[src/rtl/stopwatch_pkg.sv]
// Shared constants and FSM state encoding for the stopwatch push-button controller.
package stopwatch_pkg;

  localparam int unsigned STATE_W               = 2;
  localparam int unsigned LONG_PRESS_TICKS_DEF  = 200;
  localparam int unsigned TICK_CNT_W_DEF        = 8;

  typedef enum logic [STATE_W-1:0] {
    IDLE  = 2'b00,
    RUN   = 2'b01,
    LAP   = 2'b10,
    PAUSE = 2'b11
  } state_e;

endpackage

[src/rtl/stopwatch_pb_controller_pb_event_detect.sv]
// Push-button event detector: optional 2-flop synchronizer (PB_SYNC_EN), sampled
// level, rise/fall pulses and an optional saturating long-press tick counter.
// A button already held when reset releases is ignored until it is seen released.
module pb_event_detect #(
  parameter bit          LONG_EN    = 1'b0,
  parameter int unsigned LONG_TICKS = 200,
  parameter int unsigned CNT_W      = 8
) (
  input  logic clk,
  input  logic rst_n,
  input  logic tick_100,
  input  logic pb,
  output logic rise_c,
  output logic fall_c,
  output logic long_c
);

  localparam logic [CNT_W-1:0] CNT_SAT  = CNT_W'(LONG_TICKS);
  localparam logic [CNT_W-1:0] CNT_LAST = CNT_W'(LONG_TICKS - 1);

  logic             samp_q, samp_d;
  logic             prev_q, prev_d;
  logic             armed_q, armed_d;
  logic [CNT_W-1:0] cnt_q, cnt_d;
  logic             stage_c;
  logic             pipe_low_c;

`ifdef PB_SYNC_EN
  logic sync1_q, sync1_d;
  logic sync2_q, sync2_d;

  // Two-flop synchronizer for an input that may be asynchronous to clk
  always_comb begin
    sync1_d    = pb;
    sync2_d    = sync1_q;
    stage_c    = sync2_q;
    pipe_low_c = ~pb & ~sync1_q & ~sync2_q;
  end

  // Synchronizer registers
  always_ff @(posedge clk or negedge rst_n) begin
    if (!rst_n) begin
      sync1_q <= 1'b0;
      sync2_q <= 1'b0;
    end else begin
      sync1_q <= sync1_d;
      sync2_q <= sync2_d;
    end
  end
`else
  // Input is already synchronous to clk; feed it straight to the sampler
  always_comb begin
    stage_c    = pb;
    pipe_low_c = ~pb;
  end
`endif

  // Sample/edge registers, arming and long-press counter next-state
  always_comb begin
    samp_d  = stage_c;
    prev_d  = samp_q;
    armed_d = armed_q | (pipe_low_c & ~samp_q & ~prev_q);
    cnt_d   = cnt_q;
    if (!samp_q || !armed_q || !LONG_EN) begin
      cnt_d = '0;
    end else if (tick_100 && (cnt_q != CNT_SAT)) begin
      cnt_d = CNT_W'(cnt_q + 1'b1);
    end
  end

  // Event pulses; a fall after a completed long press is swallowed
  always_comb begin
    rise_c = armed_q & samp_q & ~prev_q;
    fall_c = armed_q & ~samp_q & prev_q & (cnt_q != CNT_SAT);
    long_c = LONG_EN & armed_q & samp_q & tick_100 & (cnt_q == CNT_LAST);
  end

  // Detector state registers
  always_ff @(posedge clk or negedge rst_n) begin
    if (!rst_n) begin
      samp_q  <= 1'b0;
      prev_q  <= 1'b0;
      armed_q <= 1'b0;
      cnt_q   <= '0;
    end else begin
      samp_q  <= samp_d;
      prev_q  <= prev_d;
      armed_q <= armed_d;
      cnt_q   <= cnt_d;
    end
  end

endmodule

[src/rtl/stopwatch_pb_controller.sv]
// Stopwatch controller: turns START/STOP and LAP/RESET button events into
// counter enable, lap hold, clear and long-press controls.
// Optional macro PB_SYNC_EN adds a 2-flop input synchronizer per button.
module stopwatch_pb_controller
  import stopwatch_pkg::*;
#(
  parameter int unsigned LONG_PRESS_TICKS = LONG_PRESS_TICKS_DEF,
  parameter int unsigned TICK_CNT_W       = TICK_CNT_W_DEF
) (
  input  logic       clk,
  input  logic       rst_n,
  input  logic       tick_100,
  input  logic       pb_start,
  input  logic       pb_lap,
  output logic       count_en,
  output logic       lap_hold,
  output logic       clear,
  output logic       long_press,
  output logic [1:0] state_o
);

  state_e state_q, state_d;
  logic   count_en_q, count_en_d;
  logic   lap_hold_q, lap_hold_d;
  logic   clear_q, clear_d;
  logic   long_press_q, long_press_d;

  logic start_ev_c;
  logic start_fall_c;
  logic start_long_c;
  logic lap_short_ev_c;
  logic lap_long_ev_c;
  logic lap_rise_c;

  pb_event_detect #(
    .LONG_EN    (1'b0),
    .LONG_TICKS (LONG_PRESS_TICKS),
    .CNT_W      (TICK_CNT_W)
  ) u_start_det (
    .clk      (clk),
    .rst_n    (rst_n),
    .tick_100 (tick_100),
    .pb       (pb_start),
    .rise_c   (start_ev_c),
    .fall_c   (start_fall_c),
    .long_c   (start_long_c)
  );

  pb_event_detect #(
    .LONG_EN    (1'b1),
    .LONG_TICKS (LONG_PRESS_TICKS),
    .CNT_W      (TICK_CNT_W)
  ) u_lap_det (
    .clk      (clk),
    .rst_n    (rst_n),
    .tick_100 (tick_100),
    .pb       (pb_lap),
    .rise_c   (lap_rise_c),
    .fall_c   (lap_short_ev_c),
    .long_c   (lap_long_ev_c)
  );

  // Next state and output decode; START wins over any same-cycle LAP event
  always_comb begin
    state_d      = state_q;
    clear_d      = 1'b0;
    long_press_d = lap_long_ev_c;
    unique case (state_q)
      IDLE: begin
        if (start_ev_c)         state_d = RUN;
        else if (lap_long_ev_c) clear_d = 1'b1;
      end
      RUN: begin
        if (start_ev_c)          state_d = PAUSE;
        else if (lap_short_ev_c) state_d = LAP;
      end
      LAP: begin
        if (start_ev_c)          state_d = PAUSE;
        else if (lap_short_ev_c) state_d = RUN;
      end
      PAUSE: begin
        if (start_ev_c) begin
          state_d = RUN;
        end else if (lap_long_ev_c) begin
          state_d = IDLE;
          clear_d = 1'b1;
        end
      end
      default: state_d = IDLE;
    endcase
    count_en_d = (state_d == RUN) || (state_d == LAP);
    lap_hold_d = (state_d == LAP);
  end

  // State and output registers
  always_ff @(posedge clk or negedge rst_n) begin
    if (!rst_n) begin
      state_q      <= IDLE;
      count_en_q   <= 1'b0;
      lap_hold_q   <= 1'b0;
      clear_q      <= 1'b0;
      long_press_q <= 1'b0;
    end else begin
      state_q      <= state_d;
      count_en_q   <= count_en_d;
      lap_hold_q   <= lap_hold_d;
      clear_q      <= clear_d;
      long_press_q <= long_press_d;
    end
  end

  assign count_en   = count_en_q;
  assign lap_hold   = lap_hold_q;
  assign clear      = clear_q;
  assign long_press = long_press_q;
  assign state_o    = state_q;

  // Unused detector outputs, kept so both instances share one port list
  logic unused_c;
  assign unused_c = start_fall_c ^ start_long_c ^ lap_rise_c;

endmodule

[config.mk]
export PLATFORM = sky130hd
export DESIGN_NAME = stopwatch_pb_controller
export DESIGN_NICKNAME = d
export VERILOG_FILES = /design/src/rtl/stopwatch_pkg.sv /design/src/rtl/stopwatch_pb_controller_pb_event_detect.sv /design/src/rtl/stopwatch_pb_controller.sv
export SDC_FILE = /design/constraint.sdc
export NUM_CORES = 1
export LEC_CHECK = 0
export CORE_UTILIZATION = 54
export CTS_CLUSTER_DIAMETER = 150
export DETAILED_ROUTE_END_ITERATION = 8
export DONT_BUFFER_PORTS = 1
export GPL_TIMING_DRIVEN = 0
export PLACE_DENSITY = 0.82
export SETUP_SLACK_MARGIN = 0.3
export SYNTH_ARGS = -nofsm -noshare
export SYNTH_HDL_FRONTEND = slang
export SYNTH_SLANG_ARGS = --single-unit
[constraint.sdc]
create_clock -name clk -period 2 [get_ports clk]
set_input_delay 0.4 -clock clk [delete_from_list [all_inputs] [get_ports clk]]
set_output_delay 0.4 -clock clk [all_outputs]
set_load 0.05 [all_outputs]
==> metrics list, run 1 <==
- At the later pin of the worst-skew pair, clock insertion delay measures 0.30 ns.
- Sequential cell area in the final layout: 504 µm²
- The multi-input combinational cells in the finished layout cover a total of 484 µm².
- Across all setup checks in the final design, the least slack found is 0.0149 ns.
- For this run, the detailed router's first-pass iteration total came to 4.
- The number of slew-limit violations in the final report is 0.
* Width of the die: 44.6 µm
- The synthesized netlist occupies a cell area of 978 µm².
* Crit-path max FO: 3
* Final Util: 0.690
- Top library cells by usage in the layout, fill and taps aside: 17 x sky130_fd_sc_hd__dfrtp_1, 10 x sky130_fd_sc_hd__buf_4, 9 x sky130_fd_sc_hd__nor2_1
- Biggest area consumer among synthesized cells: sky130_fd_sc_hd__dfrtp_1
* Critical Setup Path Class: reg -> reg
- Timing would allow up to 504 MHz.
- TritonCTS Sinks: 20
- The count of buffers added on input and output ports is 0.
- The critical path contains buffers and inverters numbering 2 combined.
* I/O pin total: 11
* Sum of negative setup slack: 0 ns
- Walking the worst path, the cells encountered are nand4bb_4, o41a_1, a2111o_1, buf_4, buf_6, a211o_1.
- STA classifies the critical path endpoint as a flip-flop.
* Total grt overflow: 0
- Number of cells traversed by the worst hold path: 0
- The floorplan step defined a core boundary enclosing 1710 µm².
- For the worst setup path, the data arrival time is 2.18 ns.
- Seq/Total Area, Yosys: 0.512
* Fillers: 115
* Post-detailed-route wirelength per cell: 13.7 µm
- Measured along the y axis, the die boundary spans 44.6 µm.
* Min Tclk post-route: 1.99 ns
- Total DRC errors in the routed layout: 0
* Power density over the cells: 1050 nW/µm²
* Clock tree from TritonCTS: done
* Number of CTS-inserted buffers: 3
* H-tree Lvls: 1
* First-pass GRT wire length: 3.02 mm
- Clock-pin slew was measured on the worst setup and hold paths at 0.11 ns.
- DP Area: 1020 µm²
* Most frequent standard cell in the layout excluding fill and tap cells: sky130_fd_sc_hd__dfrtp_1
- Aggregate global-route resource usage: 0.207
* Worst reg2reg path depth: 6
* Count of final setup violators: 0
- Fraction of final layout cells with drive strength greater than 1: 0.327
* Cells after synthesis: 88
- Post-route cell area: 1180 µm²
- For this configuration, the core starts out at a cell density of 0.573.
- Number of cells on the critical path: 6
* Startpoint type of the worst setup path: flip-flop
- Vias per inst: 5.67
* Synth Area per Inst: 11.1 µm²
- The floorplan has 15 rows.
- Synthesized flop and latch total: 20
- Routed Wire Length: 1.77 mm
- Status: complete, no violations
- The worst-case IR drop observed on VDD is 0.917 mV.
* Share of the cycle needed by the critical path after routing: 0.993
- For the final database, setup skew stands at 0.00238 ns.
* Number of DRC markers in iteration 0: 10
- For this design the static power due to leakage is 0.504 nW.
* Total number of yosys warnings: 0
* Die area: 1990 µm²
- From synthesis to final layout, the design area changed by 20.5%.
- The number of global-route vias before repair came to 709.
- Final count of hold timing violations: 0
* HPWL after detailed placement: 1.12 mm
* Buffer depth of the longest clock path: 2
- Distinct cell type count after synthesis: 27
- Smallest hold slack: 0.116 ns
- Cell types occupying the most area after synthesis: sky130_fd_sc_hd__dfrtp_1 51%, sky130_fd_sc_hd__ha_1 9.0%, sky130_fd_sc_hd__nor2_1 3.5%, sky130_fd_sc_hd__nand4bb_4 2.8%, sky130_fd_sc_hd__inv_1 2.7%
- Maximum single-stage delay on the critical path: 0.42 ns
- Once detail routing completed, the nets flagged for antenna violations numbered 0.
- Setup repair after global routing could not meet its margin everywhere.
- In this run the clock root is driven by a sky130_fd_sc_hd__clkbuf_4.
* Transition time at the pin with the least slew margin: 0.864 ns
- 0 antenna diodes ended up in the layout.
- For this run, the post-layout net count is 117.
- Syn nets: 100
- Across all layers, the routed design uses 731 vias.
- The initial antenna violation count came to 0.
- Of the post-synthesis cell area, the dominant cell type holds 0.512.
- Entering global routing, the biggest net connects 21 pins.
- OpenSTA, run right after detailed placement, puts the worst setup slack at 0.0298 ns.
- At the worst endpoint, the required time is 2.20 ns.
- The congestion estimate from routability-driven global placement came to 0.734.
- The slowest stage of the critical path is the sky130_fd_sc_hd__o41a_1 cell.
* Hold Path Class: in -> reg
* Worst relative slew slack: 0.422
* Max-Cap Viols: 0
* Family with the most delay on the worst path: compound AO/OA/AOI/OAI gates
[cells in the mapped netlist (all sizes together)]
library cell / count
ha: 7
inv: 7
dfrtp: 20
nand4: 2
and3b: 2
o211ai: 2
a21oi: 3
mux2i: 1
or2: 2
xnor2: 2
o41a: 1
xor2: 3
o311ai: 1
nor3b: 1
o21ai: 4
nand2: 2
nand3b: 3
nand4bb: 1
a211o: 2
or3: 3
nor2: 9
nor4: 1
nor3: 4
nand3: 3
a211oi: 1
a2111o: 1
[flip-flops by register name, summed over array words and instances, names as in the netlist]
name,cells
u_lap_det.cnt_q,8
state_o,2
clear,1
count_en,1
lap_hold,1
long_press,1
u_lap_det.armed_q,1
u_lap_det.prev_d,1
u_lap_det.prev_q,1
u_start_det.armed_q,1
u_start_det.prev_d,1
u_start_det.prev_q,1
[per-stage QoR]
| step | cells | total power, mW |
|---|---|---|
| after floorplan | 88 | 0.846 |
| after global placement | 113 | 0.893 |
| after detailed placement | 113 | 0.903 |
| after CTS | 125 | 1.17 |
| after global routing | 129 | 1.30 |
| final | 129 | 1.23 |
[report_power, final]
group / internal [mW] / switching (mW) / total, mW
logic: 0.188 / 0.181 / 0.369
registers: 0.452 / 0.179 / 0.632
clock network: 0.111 / 0.122 / 0.233
[worst paths after layout]
path                                                 from                        endpoint  slack, ns
max in group asynchronous                           rst_n            state_o[0]$_DFF_PN0_       0.77
max                        u_lap_det.cnt_q[4]$_DFFE_PN0P_            state_o[0]$_DFF_PN0_       0.01
min in group asynchronous                           rst_n  u_lap_det.cnt_q[5]$_DFFE_PN0P_       0.65
min                                                pb_lap      u_lap_det.prev_d$_DFF_PN0_       0.12
max reg2reg                u_lap_det.cnt_q[4]$_DFFE_PN0P_            state_o[0]$_DFF_PN0_       0.01
min reg2reg                    u_lap_det.prev_d$_DFF_PN0_      u_lap_det.prev_q$_DFF_PN0_       0.45
[worst reg2reg max path: cells and delay by family, from the launching register on]
family	cells	cell delay [ns]
buffers and inverters	2	0.25
flip-flops	1	0.41
AO/OA/AOI/OAI	3	0.98
AND/OR/NAND/NOR	1	0.25
[timing repair]
| action | in CTS | in global routing |
|---|---|---|
| pin swaps | 1 | 3 |
| endpoints found under the hold margin | 20 | 0 |
| gates resized for setup | 3 | 9 |
| gates cloned | 0 | 0 |
| setup endpoints to repair | 3 | 5 |
| hold buffers | 1 | 0 |
| buffers inserted | 7 | 4 |
[layer usage]
layer	vias up	global-route usage	wire length [µm]
met5	-	0	0
met4	0	0.0727	25
met3	5	0.0245	55
met2	19	0.329	856
met1	359	0.292	835
li1	348	-	-
[cell type report]
class / instances / share of cell area
flip-flops and latches: 20 / 0.428
multi-input cells: 61 / 0.411
repair buffers: 12 / 0.0817
clock buffers: 4 / 0.0308
well taps: 25 / 0.0265
inverters: 7 / 0.0223
[logic make-up (layout without fill, tap and decap cells)]
kind of cell	after synthesis	after routing	share of synthesized area
fa+ha+maj	7	7	0.0895
flops	20	20	0.512
simple gates	33	33	0.208
compound gates	15	15	0.109
buf+inv	7	23	0.0269
xor+xnor	5	5	0.0448
mux	1	1	0.0102
Note: power is estimated with default switching activity, not from simulation.
==> inputs of run 2 (changes only) <==
--- a/config.mk
+++ b/config.mk
@@ -11,6 +11,7 @@
 export DONT_BUFFER_PORTS = 1
 export GPL_TIMING_DRIVEN = 0
 export PLACE_DENSITY = 0.82
+export REMOVE_ABC_BUFFERS = 1
 export SETUP_SLACK_MARGIN = 0.3
 export SYNTH_ARGS = -nofsm -noshare
 export SYNTH_HDL_FRONTEND = slang
==> metrics list, run 2 (synthesis gave the netlist of run 1 again) <==
- Transition time at the pin with the least slew margin: 0.886 ns (+0.0219 ns)
* Number of CTS-inserted buffers: 3 (unchanged)
- The finished layout cell area came to 1260 µm² (+6.8%).
* Number of DRC markers in iteration 0: 38 (+28)
* Max-Cap Viols: 0 (unchanged)
- Count of placed standard cells including taps: 113 (unchanged)
* Max reg flops: 8 (unchanged)
- The worst hold slack is 0.130 ns (+0.0134 ns).
- The min-delay analysis places its worst path in the category in -> reg.
- Via count of the first global-routing pass: 718 (+1.3%)
- Buffer depth of the longest clock path: 2 (unchanged)
* First-pass iteration count of the detailed router: 4 (unchanged)
- Top library cells by usage in the layout, fill and taps aside: 18 x sky130_fd_sc_hd__dfrtp_1, 12 x sky130_fd_sc_hd__buf_4, 9 x sky130_fd_sc_hd__nor2_1
- The internal power was 717 µW (-4.5%).
- Share of the cycle needed by the critical path after routing: 0.993 (about the same)
* Maximum operating frequency: 503 MHz (about the same)
- Post-detailed-route wirelength per cell: 16.1 µm (+17%)
* Total via count in the routed design: 791 (+8.2%)
- Net count reported at finish: 122 (+4.3%)
- STA classifies the critical path endpoint as a flip-flop.
- DP Area: 1010 µm² (-1.5%)
- Worst relative slew slack: 0.408 (-0.0147)
- The via density per instance came to 5.95 (+5.0%).
* Worst vdd ir: 0.844 mV (-8.0%)
- The library cell used most frequently in the layout, excluding fill and tap cells, is sky130_fd_sc_hd__dfrtp_1.
- The clock net sink count came to 20 (unchanged).
* Number of pins with negative max-slew slack in the final report: 0 (unchanged)
- The overall die width came to 44.6 µm (unchanged).
- The reg-to-reg setup timing slack came to 0.01 ns (about the same).
- Routed Wire Length: 2.14 mm (+21%)
- Total grt overflow: 0 (unchanged)
* Port Buf Inserts: 0 (unchanged)
* Post-Layout Cell Count: 133 (+3.1%)
* Sum of negative setup slack: 0 ns (unchanged)
- Startpoint type of the worst setup path: flip-flop
- Clk network pwr share: 0.153 (-0.036)
* Fraction of final layout cells with drive strength greater than 1: 0.352 (+0.0249)
- Final Util: 0.737 (+0.0469)
* Total DRC errors in the routed layout: 0 (unchanged)
- The register share of total power is 0.523 (+0.011).
* Net switching fraction of the power: 0.403 (+0.0121)
- Setup clock skew after layout: 0.00726 ns (+0.00488 ns)
- The effective utilization at floorplan was 0.573 (unchanged).
- The data required time of the worst path is 2.24 ns (+0.04 ns).
* Critical Setup Path Class: reg -> reg
- Die area: 1990 µm² (unchanged)
- Min Tclk post-route: 1.99 ns (+0.000977 ns)
- The root buffer cell chosen for the clock tree is sky130_fd_sc_hd__clkbuf_4.
- The total power density per cell area was 955 nW/µm² (-8.8%).
- The cell leakage power came to 0.534 nW (+6.0%).
- The area inside the core boundary is 1710 µm² (unchanged).
- I/O pin total: 11 (unchanged)
* Biggest register: u_lap_det.cnt_q
- H-tree Lvls: 1 (unchanged)
- The height of the chip is 44.6 µm (unchanged).
* Placer Congestion: 0.713 (-2.9%)
- Worst path setup slack after routing: 0.0139 ns (-0.000977 ns)
* Ant. Diodes: 0 (unchanged)
* First-pass GRT wire length: 3.09 mm (+2.3%)
- The CTS clock-pin slew for the worst setup and hold paths is 0.11 ns (about the same).
* Final count of hold timing violations: 0 (unchanged)
* Net load switching power: 484 µW (+0.44%)
- Portion of total power attributed to combinational logic: 0.325 (+0.026)
* Worst-Skew Late Latency: 0.29 ns (about the same)
* RSZ-0062 raised after global routing: true
* Status: complete, no violations
* Count of final setup violators: 0 (unchanged)
* Clock tree from TritonCTS: done
- The highest net fanout along the worst path was 3 (unchanged).
- Arrival time worst endpoint: 2.22 ns (+0.04 ns)
- From synthesis to final layout, the design area changed by 28.6%.
- The global router's overall resource usage was 0.216 (+0.00893).
- HPWL after detailed placement: 1.11 mm (-1.5%)
- The initial antenna violation count was 0 (unchanged).
- The pin count of the biggest net entering global routing is 21 (unchanged).
- The number of nets still failing antenna checks after routing is 0 (unchanged).
- The setup slack at placement was -0.259 ns (-0.288 ns).
- Total power consumption of the routed design: 1.20 mW (-2.6%)
- The standard-cell row count came to 15 (unchanged).
## run 2: changes by cell type in the layout (fill, tap and decap cells not counted), sizes merged
cell,before,now
buf,11,16
clkbuf,4,3
## run 2: final cells by class
class,instances,area [µm²]
fill,115,449
multi-input combinational,61,526
clock buffer,3,22.5
inverter,7,31.3
timing repair buffer,17,145
tap,25,31.3
sequential,20,503
## run 2: timing repair
item,CTS,global route
hold buffers,1,0
pin swaps,10,4
hold endpoints to repair,20,0
buffers inserted,14,2
resized for setup,19,8
setup endpoints to repair,4,7
gates cloned,0,0
## run 2: worst max-delay path: stages (launching register included)
cell and delay [ns]:
sky130_fd_sc_hd__dfrtp_1 0.41, sky130_fd_sc_hd__nand4bb_4 0.24, sky130_fd_sc_hd__o41a_1 0.42, sky130_fd_sc_hd__a2111o_1 0.32
sky130_fd_sc_hd__a211oi_2 0.23, sky130_fd_sc_hd__ha_1 0.27, sky130_fd_sc_hd__inv_1 0.05
## run 2: worst paths after layout
check                                                from                              to  cells past startpoint
max in group asynchronous                           rst_n            state_o[0]$_DFF_PN0_                      1
hold reg to reg              u_start_det.prev_d$_DFF_PN0_    u_start_det.prev_q$_DFF_PN0_                      0
min in group asynchronous                           rst_n  u_lap_det.cnt_q[5]$_DFFE_PN0P_                      1
setup reg to reg           u_lap_det.cnt_q[4]$_DFFE_PN0P_              count_en$_DFF_PN0_                      6
hold / removal                                     pb_lap      u_lap_det.prev_d$_DFF_PN0_                      0
setup / recovery           u_lap_det.cnt_q[4]$_DFFE_PN0P_              count_en$_DFF_PN0_                      6
## run 2: per-layer routing
metal | global-route usage | routed length (µm) | up-vias
met1 | 0.257 | 912 | 393
met2 | 0.388 | 1090 | 32
li1 | - | - | 357
met5 | 0 | 0 | -
met4 | 0.0606 | 38 | 0
met3 | 0.0490 | 106 | 9
## run 2: power groups by stage
stage | combinational [mW] | sequential, mW | clock, mW
5_1_grt | 0.432 | 0.636 | 0.199
6_report | 0.390 | 0.628 | 0.183
3_3_place_gp | 0.244 | 0.626 | 0
4_1_cts | 0.366 | 0.626 | 0.194
3_5_place_dp | 0.253 | 0.627 | 0
2_1_floorplan | 0.208 | 0.619 | 0
==> inputs of run 3 (changes only) <==
==> constraint.sdc (replaced) <==
create_clock -name clk -period 1.8 [get_ports clk]
set_input_delay 0.36 -clock clk [delete_from_list [all_inputs] [get_ports clk]]
set_output_delay 0.36 -clock clk [all_outputs]
set_load 0.05 [all_outputs]
==> metrics list, run 3 (synthesis gave the netlist of run 1 again) <==
* Critical Setup Path Class: reg -> reg
- The DRC violation total after the first TritonRoute iteration came to 29 (-24%).
* Total via count in the routed design: 818 (+3.4%)
- The count of maximum capacitance violations was 0 (unchanged).
* Maximum operating frequency: 484 MHz (-3.9%)
* Arrival time worst endpoint: 2.32 ns (+0.10 ns)
- Clock transition at the register clock pins on the worst setup and hold paths after CTS: 0.11 ns (about the same)
* Worst relative slew slack: 0.440 (+0.0319)
- H-tree Lvls: 1 (unchanged)
* Worst-Skew Late Latency: 0.31 ns (+0.02 ns)
* First-pass GRT wire length: 3.38 mm (+9.4%)
- Fraction of final layout cells with drive strength greater than 1: 0.405 (+0.0536)
- Clock tree from TritonCTS: done
- The detail-routed net length per standard cell came to 17.7 µm (+9.8%).
- Aggregate global-route resource usage: 0.242 (+0.0255)
- Biggest register: u_lap_det.cnt_q
* Vias per inst: 6.01 (+1.1%)
- Min Tclk post-route: 2.07 ns (+0.0803 ns)
- Status: finished, violations left
- Buffer depth of the longest clock path: 2 (unchanged)
* Sequential power share: 0.513 (-0.010)
- Leaving out fill and tap cells, the most frequent cell in the layout is sky130_fd_sc_hd__dfrtp_1.
- The number of flip-flops under the largest register name came to 8 (unchanged).
- The internal power came to 803 µW (+12%).
- The count of endpoints failing hold in the final timing report was 0 (unchanged).
- The logic gate share of total power came to 0.331 (+0.006).
* Cell at the root of the clock tree: sky130_fd_sc_hd__clkbuf_4
- The pin count of the biggest net entering global routing is 21 (unchanged).
- The overall die width came to 44.6 µm (unchanged).
- The effective utilization at floorplan came to 0.573 (unchanged).
- Detail Route Antenna Nets: 0 (unchanged)
* Leakage: 0.549 nW (+2.8%)
* Row count: 15 (unchanged)
* RSZ-0062 raised after global routing: true
- The data required time of the worst path is 2.05 ns (-0.19 ns).
* Crit-path max FO: 3 (unchanged)
- The total power density per cell area was 1050 nW/µm² (+9.5%).
* Setup clock skew after layout: 0.00835 ns (+0.00109 ns)
- The final worst-path setup slack was -0.266 ns (-0.280 ns).
- The clock net sink count is 20 (unchanged).
* Routed Wire Length: 2.41 mm (+12%)
- Clk network pwr share: 0.157 (+0.004)
* Ant. Diodes: 0 (unchanged)
- Top library cells by usage in the layout, fill and taps aside: 17 x sky130_fd_sc_hd__dfrtp_1, 14 x sky130_fd_sc_hd__buf_4, 9 x sky130_fd_sc_hd__nor2_1
- The slew at the pin closest to its max-slew limit is 0.838 ns (-0.0477 ns).
- The utilization of the core after routing is 0.763 (+0.0264).
* Number of CTS-inserted buffers: 3 (unchanged)
* Via count of the first global-routing pass: 746 (+3.9%)
* Placer Congestion: 0.713 (unchanged)
- The checks that failed: negative setup slack.
* Net switching fraction of the power: 0.411 (+0.00793)
- The detailed placement HPWL came to 1.11 mm (unchanged).
- Number of pins with negative max-slew slack in the final report: 0 (unchanged)
- The reported net switching power is 560 µW (+16%).
* Total grt overflow: 0 (unchanged)
- The layout net count came to 125 (+2.5%).
* Total power consumption of the routed design: 1.36 mW (+13%)
- The height of the chip was 44.6 µm (unchanged).
- Compared with the post-synthesis result, the final layout area differs by 33.2%.
* Port Buf Inserts: 0 (unchanged)
- The share of the clock period used by the worst path came to 1.15 (+0.155).
- The initial antenna violation count was 0 (unchanged).
- STA classifies the critical path startpoint as a flip-flop.
- Placeable core region: 1710 µm² (unchanged)
- First-pass iteration count of the detailed router: 4 (unchanged)
- The total of endpoints with negative setup slack in the final report came to 4 (+4).
- The worst vdd rail ir drop came to 0.969 mV (+15%).
- Total DRC errors in the routed layout: 0 (unchanged)
- The tightest min-delay check is of the in -> reg type.
* I/O pin total: 11 (unchanged)
- The overall die area was 1990 µm² (unchanged).
- The setup slack at placement is -0.459 ns (-0.200 ns).
- STA classifies the critical path endpoint as a flip-flop.
[run 3: layout make-up]
type / count / area (µm²)
multi-input combinational: 61 / 543
sequential: 20 / 504
fill: 111 / 404
timing repair buffer: 20 / 171
inverter: 7 / 31.3
tap: 25 / 31.3
clock buffer: 3 / 22.5
[run 3: worst paths after layout]
check	from	endpoint	slack, ns	cells past startpoint
max in group asynchronous	rst_n	state_o[0]$_DFF_PN0_	0.63	1
worst min register to register	u_start_det.prev_d$_DFF_PN0_	u_start_det.prev_q$_DFF_PN0_	0.44	0
worst max-delay path	u_lap_det.cnt_q[0]$_DFFE_PN0P_	count_en$_DFF_PN0_	-0.27	8
worst min-delay path	pb_lap	u_lap_det.prev_d$_DFF_PN0_	0.08	0
worst max register to register	u_lap_det.cnt_q[0]$_DFFE_PN0P_	count_en$_DFF_PN0_	-0.27	8
min in group asynchronous	rst_n	u_lap_det.cnt_q[5]$_DFFE_PN0P_	0.59	1
[run 3: routing by layer]
| metal | GRT usage | share of wire | vias to the layer above |
|---|---|---|---|
| met4 | 0.103 | 0.032 | 0 |
| met2 | 0.397 | 0.48 | 42 |
| met3 | 0.0653 | 0.081 | 13 |
| li1 | - | - | 363 |
| met1 | 0.299 | 0.41 | 400 |
| met5 | 0 | 0 | - |
[run 3: what timing repair did]
| item | CTS | global route |
|---|---|---|
| setup endpoints to repair | 6 | 10 |
| hold endpoints to repair | 20 | 0 |
| setup buffers | 14 | 5 |
| hold buffers | 1 | 0 |
| pin swaps | 12 | 8 |
| resized for setup | 25 | 8 |
| gates cloned | 0 | 0 |
[run 3: power groups by stage]
stage / clock [mW] / sequential (mW) / combinational (mW)
after detailed placement: 0 / 0.697 / 0.281
final: 0.213 / 0.699 / 0.451
after global routing: 0.226 / 0.706 / 0.495
after CTS: 0.215 / 0.696 / 0.409
after floorplan: 0 / 0.688 / 0.231
after global placement: 0 / 0.696 / 0.271
[run 3: through the flow]
step                      cell area (µm²)  std cells  hold WS (ns)  setup TNS [ns]
after global placement               1010        113        0.0648          -0.871
after floorplan                       978         88        0.0644          -0.446
after CTS                            1230        131        0.0722          -0.294
final                                1300        136        0.0768          -0.588
after detailed placement             1010        113        0.0648          -0.949
after global routing                 1300        136        0.0736          -0.924
[run 3: critical path, stage by stage, from the launching register on]
cell                       delay, ns
sky130_fd_sc_hd__dfrtp_1        0.41
sky130_fd_sc_hd__buf_6          0.12
sky130_fd_sc_hd__ha_4           0.14
sky130_fd_sc_hd__nand3_4        0.09
sky130_fd_sc_hd__o41a_1         0.34
sky130_fd_sc_hd__a2111o_1       0.34
sky130_fd_sc_hd__a211oi_2       0.24
sky130_fd_sc_hd__ha_1           0.27
sky130_fd_sc_hd__inv_1          0.05
